[src/rtl/spi_crossbar_arb_pkg.sv]
// Shared types and constants for the SPI crossbar arbiter: FSM state encoding
// and the levels driven onto the physical bus while it is parked.
package spi_crossbar_arb_pkg;

    typedef enum logic [1:0] {
        ST_CONN  = 2'd0,
        ST_DRAIN = 2'd1,
        ST_GUARD = 2'd2
    } state_e;

    localparam logic PARK_SS   = 1'b1;
    localparam logic PARK_MOSI = 1'b0;
    localparam logic PARK_MISO = 1'b0;

    localparam int GUARD_CNT_W = 8;

endpackage

[src/rtl/spi_crossbar_arb_mux.sv]
// Combinational PORTS:1 SPI mux (mosi/sck/ss) and 1:PORTS miso demux.
// When park is high the bus sits at its idle levels and no port sees miso.
module spi_crossbar_arb_mux
    import spi_crossbar_arb_pkg::*;
#(
    parameter int PORTS    = 2,
    parameter int SEL_W    = 1,
    parameter bit SCK_IDLE = 1'b0
) (
    input  logic             park,
    input  logic [SEL_W-1:0] sel,
    input  logic [PORTS-1:0] mosi_ports,
    input  logic [PORTS-1:0] sck_ports,
    input  logic [PORTS-1:0] ss_ports,
    input  logic             miso,
    output logic             mosi,
    output logic             sck,
    output logic             ss,
    output logic [PORTS-1:0] miso_ports
);

    always_comb begin
        mosi       = PARK_MOSI;
        sck        = SCK_IDLE;
        ss         = PARK_SS;
        miso_ports = {PORTS{PARK_MISO}};
        if (!park) begin
            // Compare against each legal index so an unused select code never indexes past PORTS.
            for (int i = 0; i < PORTS; i++) begin
                if (sel == SEL_W'(i)) begin
                    mosi          = mosi_ports[i];
                    sck           = sck_ports[i];
                    ss            = ss_ports[i];
                    miso_ports[i] = miso;
                end
            end
        end
    end

endmodule

[src/rtl/spi_crossbar_arb.sv]
// Glitch-safe SPI crossbar: switches between same-clock masters only once the bus is idle,
// then parks the bus for GUARD_CYCLES. Optional drain timeout under SPI_CROSSBAR_TIMEOUT_EN.
//
// state    | meaning
// ---------+-------------------------------------------------------------
// ST_CONN  | bus follows port cur_sel; switch requests accepted
// ST_DRAIN | still on cur_sel; waiting for its ss to be high (idle)
// ST_GUARD | bus parked; counting down before connecting the pending port
module spi_crossbar_arb
    import spi_crossbar_arb_pkg::*;
#(
    parameter int PORTS          = 2,
    parameter int GUARD_CYCLES   = 4,
    parameter bit SCK_IDLE       = 1'b0,
    parameter int TIMEOUT_CYCLES = 65535,
    localparam int SEL_W         = $clog2(PORTS)
) (
    input  logic             clk,
    input  logic             rst,
    input  logic [SEL_W-1:0] req_sel,
    input  logic             req_valid,
    output logic             req_ready,
    output logic [SEL_W-1:0] cur_sel,
    output logic             connected,
    output logic [PORTS-1:0] grant,
    output logic             mosi,
    output logic             sck,
    output logic             ss,
    input  logic             miso,
    input  logic [PORTS-1:0] mosi_ports,
    input  logic [PORTS-1:0] sck_ports,
    input  logic [PORTS-1:0] ss_ports,
    output logic [PORTS-1:0] miso_ports,
    output logic             timeout_err
);

    localparam logic [SEL_W:0] PORTS_LIM = (SEL_W+1)'(PORTS);

    state_e                 state_q, state_d;
    logic [SEL_W-1:0]       cur_sel_q, cur_sel_d;
    logic [SEL_W-1:0]       pend_q, pend_d;
    logic [GUARD_CNT_W-1:0] cnt_q, cnt_d;
    logic                   park;
    logic                   req_ok;
    logic                   tmo_hit;

    assign park      = (state_q == ST_GUARD);
    assign connected = !park;
    assign req_ready = (state_q == ST_CONN);
    assign cur_sel   = cur_sel_q;

    // Out-of-range and same-port requests are ignored without leaving ST_CONN.
    assign req_ok = req_valid && req_ready && ({1'b0, req_sel} < PORTS_LIM) && (req_sel != cur_sel_q);

    spi_crossbar_arb_mux #(
        .PORTS    (PORTS),
        .SEL_W    (SEL_W),
        .SCK_IDLE (SCK_IDLE)
    ) u_mux (
        .park       (park),
        .sel        (cur_sel_q),
        .mosi_ports (mosi_ports),
        .sck_ports  (sck_ports),
        .ss_ports   (ss_ports),
        .miso       (miso),
        .mosi       (mosi),
        .sck        (sck),
        .ss         (ss),
        .miso_ports (miso_ports)
    );

    always_comb begin
        grant = '0;
        for (int i = 0; i < PORTS; i++) begin
            grant[i] = connected && (cur_sel_q == SEL_W'(i));
        end
    end

    always_comb begin
        state_d   = state_q;
        cur_sel_d = cur_sel_q;
        pend_d    = pend_q;
        cnt_d     = cnt_q;
        unique case (state_q)
            ST_CONN: begin
                if (req_ok) begin
                    pend_d  = req_sel;
                    state_d = ST_DRAIN;
                end
            end
            ST_DRAIN: begin
                // Bus is unparked here, so the muxed ss is the selected port's ss.
                if (ss || tmo_hit) begin
                    cnt_d   = GUARD_CNT_W'(GUARD_CYCLES - 1);
                    state_d = ST_GUARD;
                end
            end
            ST_GUARD: begin
                if (cnt_q == '0) begin
                    cur_sel_d = pend_q;
                    state_d   = ST_CONN;
                end else begin
                    cnt_d = cnt_q - GUARD_CNT_W'(1);
                end
            end
            default: state_d = ST_CONN;
        endcase
    end

    always_ff @(posedge clk) begin
        if (rst) begin
            state_q   <= ST_CONN;
            cur_sel_q <= '0;
            pend_q    <= '0;
            cnt_q     <= '0;
        end else begin
            state_q   <= state_d;
            cur_sel_q <= cur_sel_d;
            pend_q    <= pend_d;
            cnt_q     <= cnt_d;
        end
    end

`ifdef SPI_CROSSBAR_TIMEOUT_EN
    localparam int TMO_W = $clog2(TIMEOUT_CYCLES + 1);

    logic [TMO_W-1:0] tmo_q, tmo_d;
    logic             err_q, err_d;

    // Down-counter reloaded while connected; expires after TIMEOUT_CYCLES busy drain cycles.
    always_comb begin
        tmo_d   = tmo_q;
        err_d   = err_q;
        tmo_hit = 1'b0;
        if (state_q == ST_CONN) begin
            tmo_d = TMO_W'(TIMEOUT_CYCLES - 1);
        end else if (state_q == ST_DRAIN && !ss) begin
            if (tmo_q == '0) begin
                tmo_hit = 1'b1;
                err_d   = 1'b1;
            end else begin
                tmo_d = tmo_q - TMO_W'(1);
            end
        end
    end

    always_ff @(posedge clk) begin
        if (rst) begin
            tmo_q <= TMO_W'(TIMEOUT_CYCLES - 1);
            err_q <= 1'b0;
        end else begin
            tmo_q <= tmo_d;
            err_q <= err_d;
        end
    end

    assign timeout_err = err_q;
`else
    assign tmo_hit     = 1'b0;
    assign timeout_err = 1'b0;
`endif

endmodule
[config.mk]
export PLATFORM = sky130hd
export DESIGN_NAME = spi_crossbar_arb
export DESIGN_NICKNAME = d
export VERILOG_FILES = /design/src/rtl/spi_crossbar_arb_pkg.sv /design/src/rtl/spi_crossbar_arb_mux.sv /design/src/rtl/spi_crossbar_arb.sv
export SDC_FILE = /design/constraint.sdc
export NUM_CORES = 1
export LEC_CHECK = 0
export CAP_MARGIN = 0
export CORE_ASPECT_RATIO = 2
export CORE_UTILIZATION = 24
export DETAILED_ROUTE_END_ITERATION = 10
export PLACE_DENSITY = 0.54
export RECOVER_POWER = 25
export REMOVE_ABC_BUFFERS = 1
export SETUP_SLACK_MARGIN = 0.1
export SYNTH_ARGS = -nofsm -noshare
export SYNTH_HDL_FRONTEND = slang
export SYNTH_SLANG_ARGS = --single-unit
[constraint.sdc]
create_clock -name clk -period 4.5 [get_ports clk]
set_clock_uncertainty 0.2 [all_clocks]
set_input_delay 0.9 -clock clk [delete_from_list [all_inputs] [get_ports clk]]
set_output_delay 0.9 -clock clk [all_outputs]
set_load 0.02 [all_outputs]
==> flow_summary.json <==
{
  "power_frac_comb_pct": 16.3,
  "ctsHoldBuffers": 0,
  "clk_path_buf_depth": 2,
  "gr-total-overflow": 0,
  "yosys-top-cells-area": "dfxtp_1 35%, nor2_1 8.7%, mux2i_1 7.3%",
  "crit_path_end_kind": "output port",
  "yosys.area.top_type_share_pct": 35.0,
  "grt_start_max_net_pins": 11,
  "grt_pass1_wl_mm": 2.68,
  "critPathSlowestCell": "clkdlybuf4s50_1",
  "core_um2": 2740,
  "vias": 609,
  "path_clk_slew_ns": 0.05,
  "drt_iter0_markers": 8,
  "ir_drop_mv": 0.213,
  "cts-root-buf": "clkbuf_8",
  "dpl.hpwl_mm": 1.30,
  "ant_nets": 0,
  "worst_slack_ns": 1.08,
  "maxCapViolCount": 0,
  "post-route-period-util_pct": 76.0,
  "cp_top_family": "buffers and inverters",
  "syn_area_per_cell_um2": 8.08,
  "cpPeakStageDelay_ns": 0.55,
  "top_layer_used": "met4",
  "worstPathCellList": "dlygate4sd3_1 -> mux2i_1 -> nand2_1 -> clkdlybuf4s50_1",
  "vias_per_cell": 4.51,
  "wire_per_inst_um": 11.5,
  "clk_latency_ns": 0.24,
  "cts_setup_buffers": 0,
  "dr_wl_met3_um": 31,
  "slew_headroom_pct": 57.6,
  "grtUsageTotal_pct": 12.1,
  "tightest_slew_ns": 0.620,
  "fin_area_um2": 958,
  "crit_type": "input port to output port",
  "final_nets": 120,
  "cp-start-kind": "input port",
  "wl_mm": 1.55,
  "p_switching_mw": 0.0628,
  "cts_htree_levels": 1,
  "ys_ff_latch": 12,
  "drtPass1Iterations": 2,
  "io_pins": 22,
  "die_area_um2": 3090,
  "fin_setup_tns_ns": 0,
  "pwr_density_cell_nw_per_um2": 285,
  "fmax_mhz": 292,
  "run_status": "finished clean",
  "p_int_mw": 0.210,
  "hold_ws_ns": 0.288,
  "grt_pass1_vias": 651,
  "pwr-share-clk_pct": 42.3,
  "numCtsBuffers": 3,
  "fill_cells": 300,
  "yosysSeqAreaShare_pct": 35.0,
  "place_area_um2": 907,
  "drc_errors": 0,
  "synth_cell_types": 32,
  "wl_met1_um": 576,
  "area_growth_syn_to_layout_pct": 39.5,
  "antenna_cells": 0,
  "synth_area_um2": 687,
  "cts_resized": 0,
  "synthCells": 85,
  "initial_core_util_pct": 25.1,
  "hold_class": "flip-flop to flip-flop",
  "setup_viol_count_final": 0,
  "swShare_pct": 23.0,
  "finalHoldViolCount": 0,
  "gp_routability_congestion": 0.820,
  "report.final.slew_viol_count": 0,
  "core.rowCount": 27,
  "critPathMaxFanout": 3,
  "antenna_found_initial": 0,
  "numPortBuffers": 20,
  "fp.dieH_um": 77.7,
  "power.leakage_nw": 0.355,
  "critPathRequiredTime_ns": 3.40,
  "dp_slack_ns": 1.20,
  "yosysTopAreaCell": "dfxtp_1",
  "cts_tree": "done",
  "fin_crit_ns": 3.42,
  "p_seq_share_pct": 41.3,
  "die_x_um": 39.8,
  "cp_data_arrival_time_ns": 2.32,
  "routed-wl-met2_um": 930,
  "rsz0062_at_grt": "no",
  "yosys_warnings": 0,
  "clock_sinks": 12,
  "crit_buf_inv": 2,
  "drive_gt1_share_pct": 8.49
}
-- layout by cell type (no fill, tap or decap), drive strengths merged --
cell / n
a2111oi: 1
a211oi: 2
a21o: 1
a21oi: 5
a22oi: 1
a31o: 1
and2b: 1
and3: 2
clkbuf: 4
clkdlybuf4s50: 17
conb: 1
dfxtp: 12
dlygate4sd3: 3
ha: 2
inv: 6
mux2i: 5
nand2: 1
nand2b: 1
nand3: 1
nand3b: 1
nand4: 1
nor2: 16
nor2b: 1
nor3: 5
nor3b: 2
nor4: 2
o21ai: 2
or2: 2
or3b: 1
or4: 2
xnor2: 3
xor2: 1
-- final timing paths --
| path | slack, ns | cells past startpoint | startpoint | to |
|---|---|---|---|---|
| setup / recovery | 1.08 | 4 | ss_ports[1] | ss |
| hold / removal | 0.29 | 2 | pend_q | pend_q |
| setup reg to reg | 2.47 | 6 | cnt_q[0] | cnt_q[3] |
| hold reg to reg | 0.29 | 2 | pend_q | pend_q |
-- per-stage QoR --
stage	total power [mW]	instances	utilization (%)
global route	0.287	135	35.0
detailed placement	0.161	131	33.2
finish	0.273	135	35.0
CTS	0.278	135	35.2
floorplan	0.139	82	-
global placement	0.161	131	33.2
-- state kept, by name, indices dropped and copies added (netlist names) --
| name | flops |
|---|---|
| cur_sel | 1 |
| cnt_q | 8 |
| pend_q | 1 |
| state_q | 2 |
-- synth_stat cells --
cell type and count:
or4_4 2, and2b_1 1, or3b_2 1, or2_2 2, mux2i_1 5, clkbuf_1 1
inv_1 6, xnor2_1 3, and3_1 2, nand4_1 1, buf_2 1, a22oi_1 1
a31o_2 1, nand3_1 1, conb_1 1, a21o_1 1, nor3b_1 2, a2111oi_0 1
nor3_1 5, buf_4 1, dfxtp_1 12, nor2b_1 1, nand2_1 1, nand3b_1 1
ha_1 2, a211oi_1 2, nor4_1 2, nor2_1 16, a21oi_1 5, nand2b_1 1
xor2_1 1, o21ai_0 2
-- power by group through the flow --
stage | clock network (mW) | logic [mW] | registers (mW)
2_1_floorplan | 0 | 0.0249 | 0.114
3_3_place_gp | 0 | 0.0457 | 0.115
3_5_place_dp | 0 | 0.0459 | 0.115
4_1_cts | 0.119 | 0.0460 | 0.113
5_1_grt | 0.124 | 0.0492 | 0.113
6_report | 0.116 | 0.0446 | 0.113
-- layer usage --
| layer | track usage (%) | up-vias |
|---|---|---|
| met2 | 22.5 | 5 |
| met3 | 2.29 | 2 |
| met5 | 0 | - |
| met4 | 5.17 | 0 |
| met1 | 11.5 | 270 |
| li1 | - | 332 |
-- worst min-delay path, stage by stage (launching register included) --
cell	delay, ns
dfxtp_1	0.31
o21ai_0	0.07
a21oi_1	0.06
-- cell families after synthesis --
family	synth area share (%)
xor+xnor	5.10
other cells	0.546
simple gates	30.8
flops	35.0
buf+inv	5.65
fa+ha+maj	3.64
compound gates	12.0
mux	7.29
-- area by class of cell --
cell class | count | area, um2 | area share (%)
inverters | 6 | 22.5 | 2.35
clock buffers | 4 | 55.1 | 5.74
repair buffers | 20 | 200 | 20.9
multi-input cells | 64 | 404 | 42.2
flip-flops and latches | 12 | 240 | 25.1
well taps | 29 | 36.3 | 3.79
Note: power is estimated with default switching activity, not from simulation.
==> RTL change 1: new RTL, same flow settings <==
Add a define of `SPI_CROSSBAR_TIMEOUT_EN`.
--- a/src/rtl/spi_crossbar_arb.sv
+++ b/src/rtl/spi_crossbar_arb.sv
@@ -6,6 +6,8 @@
 // ST_CONN  | bus follows port cur_sel; switch requests accepted
 // ST_DRAIN | still on cur_sel; waiting for its ss to be high (idle)
 // ST_GUARD | bus parked; counting down before connecting the pending port
+`define SPI_CROSSBAR_TIMEOUT_EN
+
 module spi_crossbar_arb
     import spi_crossbar_arb_pkg::*;
 #(
Formal check against the unedited RTL: no difference found for any inputs over 10 cycles, from zero or initial values and one cycle with rst high; that may be too few to reach the edited logic, so the function may still have changed.
==> RTL change 1 against the original RTL <==
- routed wire length up 140%
- sequential cell count up 17
- sequential share of layout area up 3.9 points
- total power rose to 2.9 times the old value
- die area up 120%
- final area up 110%
- synthesized area up 130%
- setup slack better by 0.13 ns
- critical path type unchanged
- highest routed layer unchanged
==> RTL change 1: results (changes against the original RTL) <==
Outcome
  – Outcome: completed

Synth
  – Synth cell types: 38 (+19%)
  – Synth Area in Compound Gates: 9.38% (-2.6 points)
  – XOR/XNOR share of the synthesized area: 12.3% (+7.2 points)
  – Top cells by count, synth: dfxtp_1, nand2_1, nor2_1, xor2_1, nand4_1
  – Mux contribution to synthesized area: 2.64% (-4.6 points)
  – Post-synthesis sequential area ratio: 37.2% (+2.2 points)
  – Synth area leaders: dfxtp_1, xor2_1, nand2_1

Timing
  – Worst-Margin Slew: 1.04 ns (+0.419 ns)

Clock network
  – CTS buffer count: 5 (+2)
  – Latest clock arrival within the worst-skew pair: 0.27 ns (+0.03 ns)
  – Root Driver: clkbuf_16
  – # H-tree levels: 2 (+1)

Power and ir drop
  – Peak VDD IR: 0.182 mV (-14%)
  – LEAKAGE: 0.695 nW (+96%)

Placement
  – HPWL Detailed: 2780 um (+110%)
  – Final Wtd Congestion: 0.784 (-4.4%)

Routing
  – Routed WL per cell: 12.6 um (+9.6%)
  – DRT Pass-1 Iters: 4 (+2)

Worst setup path
  – Register-to-register setup slack: 1.63 ns (-0.84 ns)
  – Worst R2R Start: tmo_q[0]$_SDFFE_PP0P_
  – Reg-to-reg endpoint: cnt_q[5]$_SDFFE_PP0P_

Final layout
  – Largest registers: tmo_q (16), cnt_q (8), state_q (2)
  – Fill cell count: 686 (+130%)
  – Layout Nets: 223 (+86%)

Global route
  – Global-route wire length before repair: 5930 um (+120%)
## RTL change 1: report_power, final
group	switching (mW)	internal (mW)	total (mW)
clock network	0.115	0.234	0.348
logic	0.0896	0.0709	0.161
registers	0.0177	0.274	0.292
total	0.222	0.578	0.800
## RTL change 1: cells by family after synthesis
logic type | after synthesis
simple gates | 91
flops | 29
xor+xnor | 22
compound gates | 20
buf+inv | 15
mux | 4
fa+ha+maj | 4
## RTL change 1: metal layers
layer	global-route usage, %	routed length [um]
met1	10.1	1330
met4	9.37	153
met5	0	0
met2	22.7	2120
met3	2.68	112
## RTL change 1: worst min path at each step
stage,to,cells after the start,from
after floorplan,pend_q$_SDFFE_PP0P_,2,pend_q$_SDFFE_PP0P_
after global placement,pend_q$_SDFFE_PP0P_,2,pend_q$_SDFFE_PP0P_
after detailed placement,timeout_err$_SDFFE_PP0P_,2,timeout_err$_SDFFE_PP0P_
after CTS,timeout_err$_SDFFE_PP0P_,2,timeout_err$_SDFFE_PP0P_
after global routing,cur_sel$_SDFFE_PP0P_,2,pend_q$_SDFFE_PP0P_
final,timeout_err$_SDFFE_PP0P_,2,timeout_err$_SDFFE_PP0P_
## RTL change 1: final cells by class
cell class	count	area (sq um)	area share [%]
clock buffer	7	153	7.62
clock inverter	1	5.00	0.250
multi-input combinational	141	907	45.3
timing repair buffer	23	221	11.0
tap	86	108	5.37
inverter	8	30.0	1.50
sequential	29	581	29.0
## RTL change 1: critical path, stage by stage
cell and delay [ns]:
clkdlybuf4s50_1 0.47, mux2i_1 0.11, nand2_1 0.10, clkdlybuf4s50_1 0.60
## RTL change 1: metrics by stage
stage	setup WS (ns)	utilization [%]	hold slack, ns	instance area (sq um)	cells
global placement	1.18	29.5	0.265	1860	287
CTS	1.18	32.0	0.277	2020	295
detailed placement	1.18	29.5	0.265	1860	287
global route	1.12	31.8	0.317	2000	295
finish	1.21	31.8	0.267	2000	295
floorplan	1.89	-	0.240	1530	178
==> RTL change 2: new RTL, same settings <==
Made on the original files. The 3 states of `state_e` get a one-hot encoding in 3 bits.
--- a/src/rtl/spi_crossbar_arb_pkg.sv
+++ b/src/rtl/spi_crossbar_arb_pkg.sv
@@ -2,10 +2,10 @@
 // and the levels driven onto the physical bus while it is parked.
 package spi_crossbar_arb_pkg;
 
-    typedef enum logic [1:0] {
-        ST_CONN  = 2'd0,
-        ST_DRAIN = 2'd1,
-        ST_GUARD = 2'd2
+    typedef enum logic [2:0] {
+        ST_CONN  = 3'b001,
+        ST_DRAIN = 3'b010,
+        ST_GUARD = 3'b100
     } state_e;
 
     localparam logic PARK_SS   = 1'b1;
Function: no difference found for any inputs over 10 cycles, from zero or initial values and one cycle with rst high; not proved beyond that.
==> RTL change 2 against the original RTL <==
- non-clock buffer count unchanged
- first-iteration DRC count increased by 140%
- cell count increased by 7.4%
- highest routed layer unchanged
- count of clock-buffer cells in the layout unchanged
- die area increased by 19%
- final area increased by 13%
- synthesized area increased by 20%
- the run now ends with DRC left
- total power increased by 4.6%
- global-route usage decreased by 0.68 points
- sequential share of layout area decreased by 1.0 points
- setup slack improved by 0.12 ns
- routed wire length increased by 32%
- sequential cell count increased by 1
==> RTL change 2: results (changes against the original RTL) <==
Outcome
  – Outcome: complete, but fails checks
  – Violated checks: DRC

Placement
  – Number of port buffers: 20 (unchanged)
  – Post-Place Setup Slack: 1.19 ns (-0.0128 ns)
  – HPWL Detailed: 1610 um (+24%)
  – Final Wtd Congestion: 0.734 (-11%)

Global route
  – Largest net degree at the start of global routing: 12 (+1)
  – Global-route wire length before repair: 3180 um (+18%)
  – Initial antenna violation count: 0 (unchanged)
  – Vias in the first global route: 660 (+1.4%)
  – GRT Util Overall: 11.4% (-0.68 points)

Clock network
  – CTS clk-pin slew, worst paths: 0.05 ns (about the same)
  – CTS buffer count: 3 (unchanged)

Synth
  – Top cells by count, synth: dfxtp_1, mux2i_1, nand2_1, nor2_1, inv_1
  – Synth Area in Compound Gates: 21.7% (+9.7 points)
  – Synth area leaders: dfxtp_1, mux2i_1, a211oi_1
  – Synth Area in Adders: 3.04% (-0.60 points)
  – Post-synthesis sequential area ratio: 31.6% (-3.4 points)
  – XOR/XNOR share of the synthesized area: 2.13% (-3.0 points)
  – Mux contribution to synthesized area: 9.88% (+2.6 points)
  – Synth cell types: 42 (+31%)

Hold path
  – Hold_sp: cnt_q[3]$_SDFFE_PP0P_

Worst setup path
  – Worst EP arrival: 2.20 ns (-0.12 ns)
  – Worst R2R Start: state_q[2]$_SDFFE_PP0P_
  – Slowest cell delay on critical path: 0.61 ns (+0.06 ns)

Final layout
  – Layout Nets: 128 (+6.7%)
  – Largest registers: cnt_q (8), state_q (3)
  – Ratio of cells with drive above 1 in the final layout: 9.65% (+1.2 points)

Timing
  – Worst-Margin Slew: 0.627 ns (+0.00697 ns)

Routing
  – # DRC: 2 (+2)
  – First-iteration detailed-routing DRC count: 19 (+11)
  – Vias: 748 (+23%)
  – DRT Pass-1 Iters: 6 (+4)
  – Routed WL per cell: 14.1 um (+23%)

Power and ir drop
  – LEAKAGE: 0.400 nW (+13%)
  – Peak VDD IR: 0.156 mV (-27%)
RTL change 2: report_power, final:
group | internal, mW | leakage [nW] | switching, mW
clock network | 0.0625 | 0.0228 | 0.0410
logic | 0.0289 | 0.272 | 0.0261
registers | 0.120 | 0.105 | 0.00704
total | 0.212 | 0.400 | 0.0741
RTL change 2: layout make-up:
type | instances | area (sq um)
tap | 31 | 38.8
inverter | 5 | 18.8
sequential | 13 | 260
timing repair buffer | 20 | 200
fill | 339 | 2150
clock buffer | 4 | 45.0
multi-input combinational | 72 | 520
RTL change 2: cell families (layout without fill, tap and decap cells):
group                    Yosys count  after routing
multiplexers                       8              8
flip-flops                        13             13
buffers and inverters              9             29
other                              1              1
AO/OA/AOI/OAI                     24             24
AND/OR/NAND/NOR                   35             35
XOR/XNOR                           2              2
adder cells (fa/ha/maj)            2              2
RTL change 2: routing by layer:
metal	vias to the layer above	track usage, %	wire (um)
met2	11	19.1	1070
met1	347	13.3	872
met4	0	6.82	56
li1	384	-	-
met3	6	1.49	39
met5	-	0	0
RTL change 2: final timing paths:
| kind | endpoint | slack [ns] | depth (start not counted) |
|---|---|---|---|
| hold reg to reg | cnt_q[3]$_SDFFE_PP0P_ | 0.28 | 2 |
| setup reg to reg | cur_sel$_SDFFE_PP0P_ | 2.37 | 5 |
| hold / removal | cnt_q[3]$_SDFFE_PP0P_ | 0.28 | 2 |
| setup / recovery | ss | 1.20 | 4 |
RTL change 2: worst min-delay path: stages, from the launching register on:
cell	delay (ns)
dfxtp_1	0.32
nand2_1	0.05
mux2i_1	0.05
RTL change 2: per-stage QoR:
| step | instance area, sq um | std cells |
|---|---|---|
| after floorplan | 800 | 90 |
| after global placement | 1040 | 141 |
| after detailed placement | 1040 | 141 |
| after CTS | 1080 | 145 |
| after global routing | 1080 | 145 |
| final | 1080 | 145 |
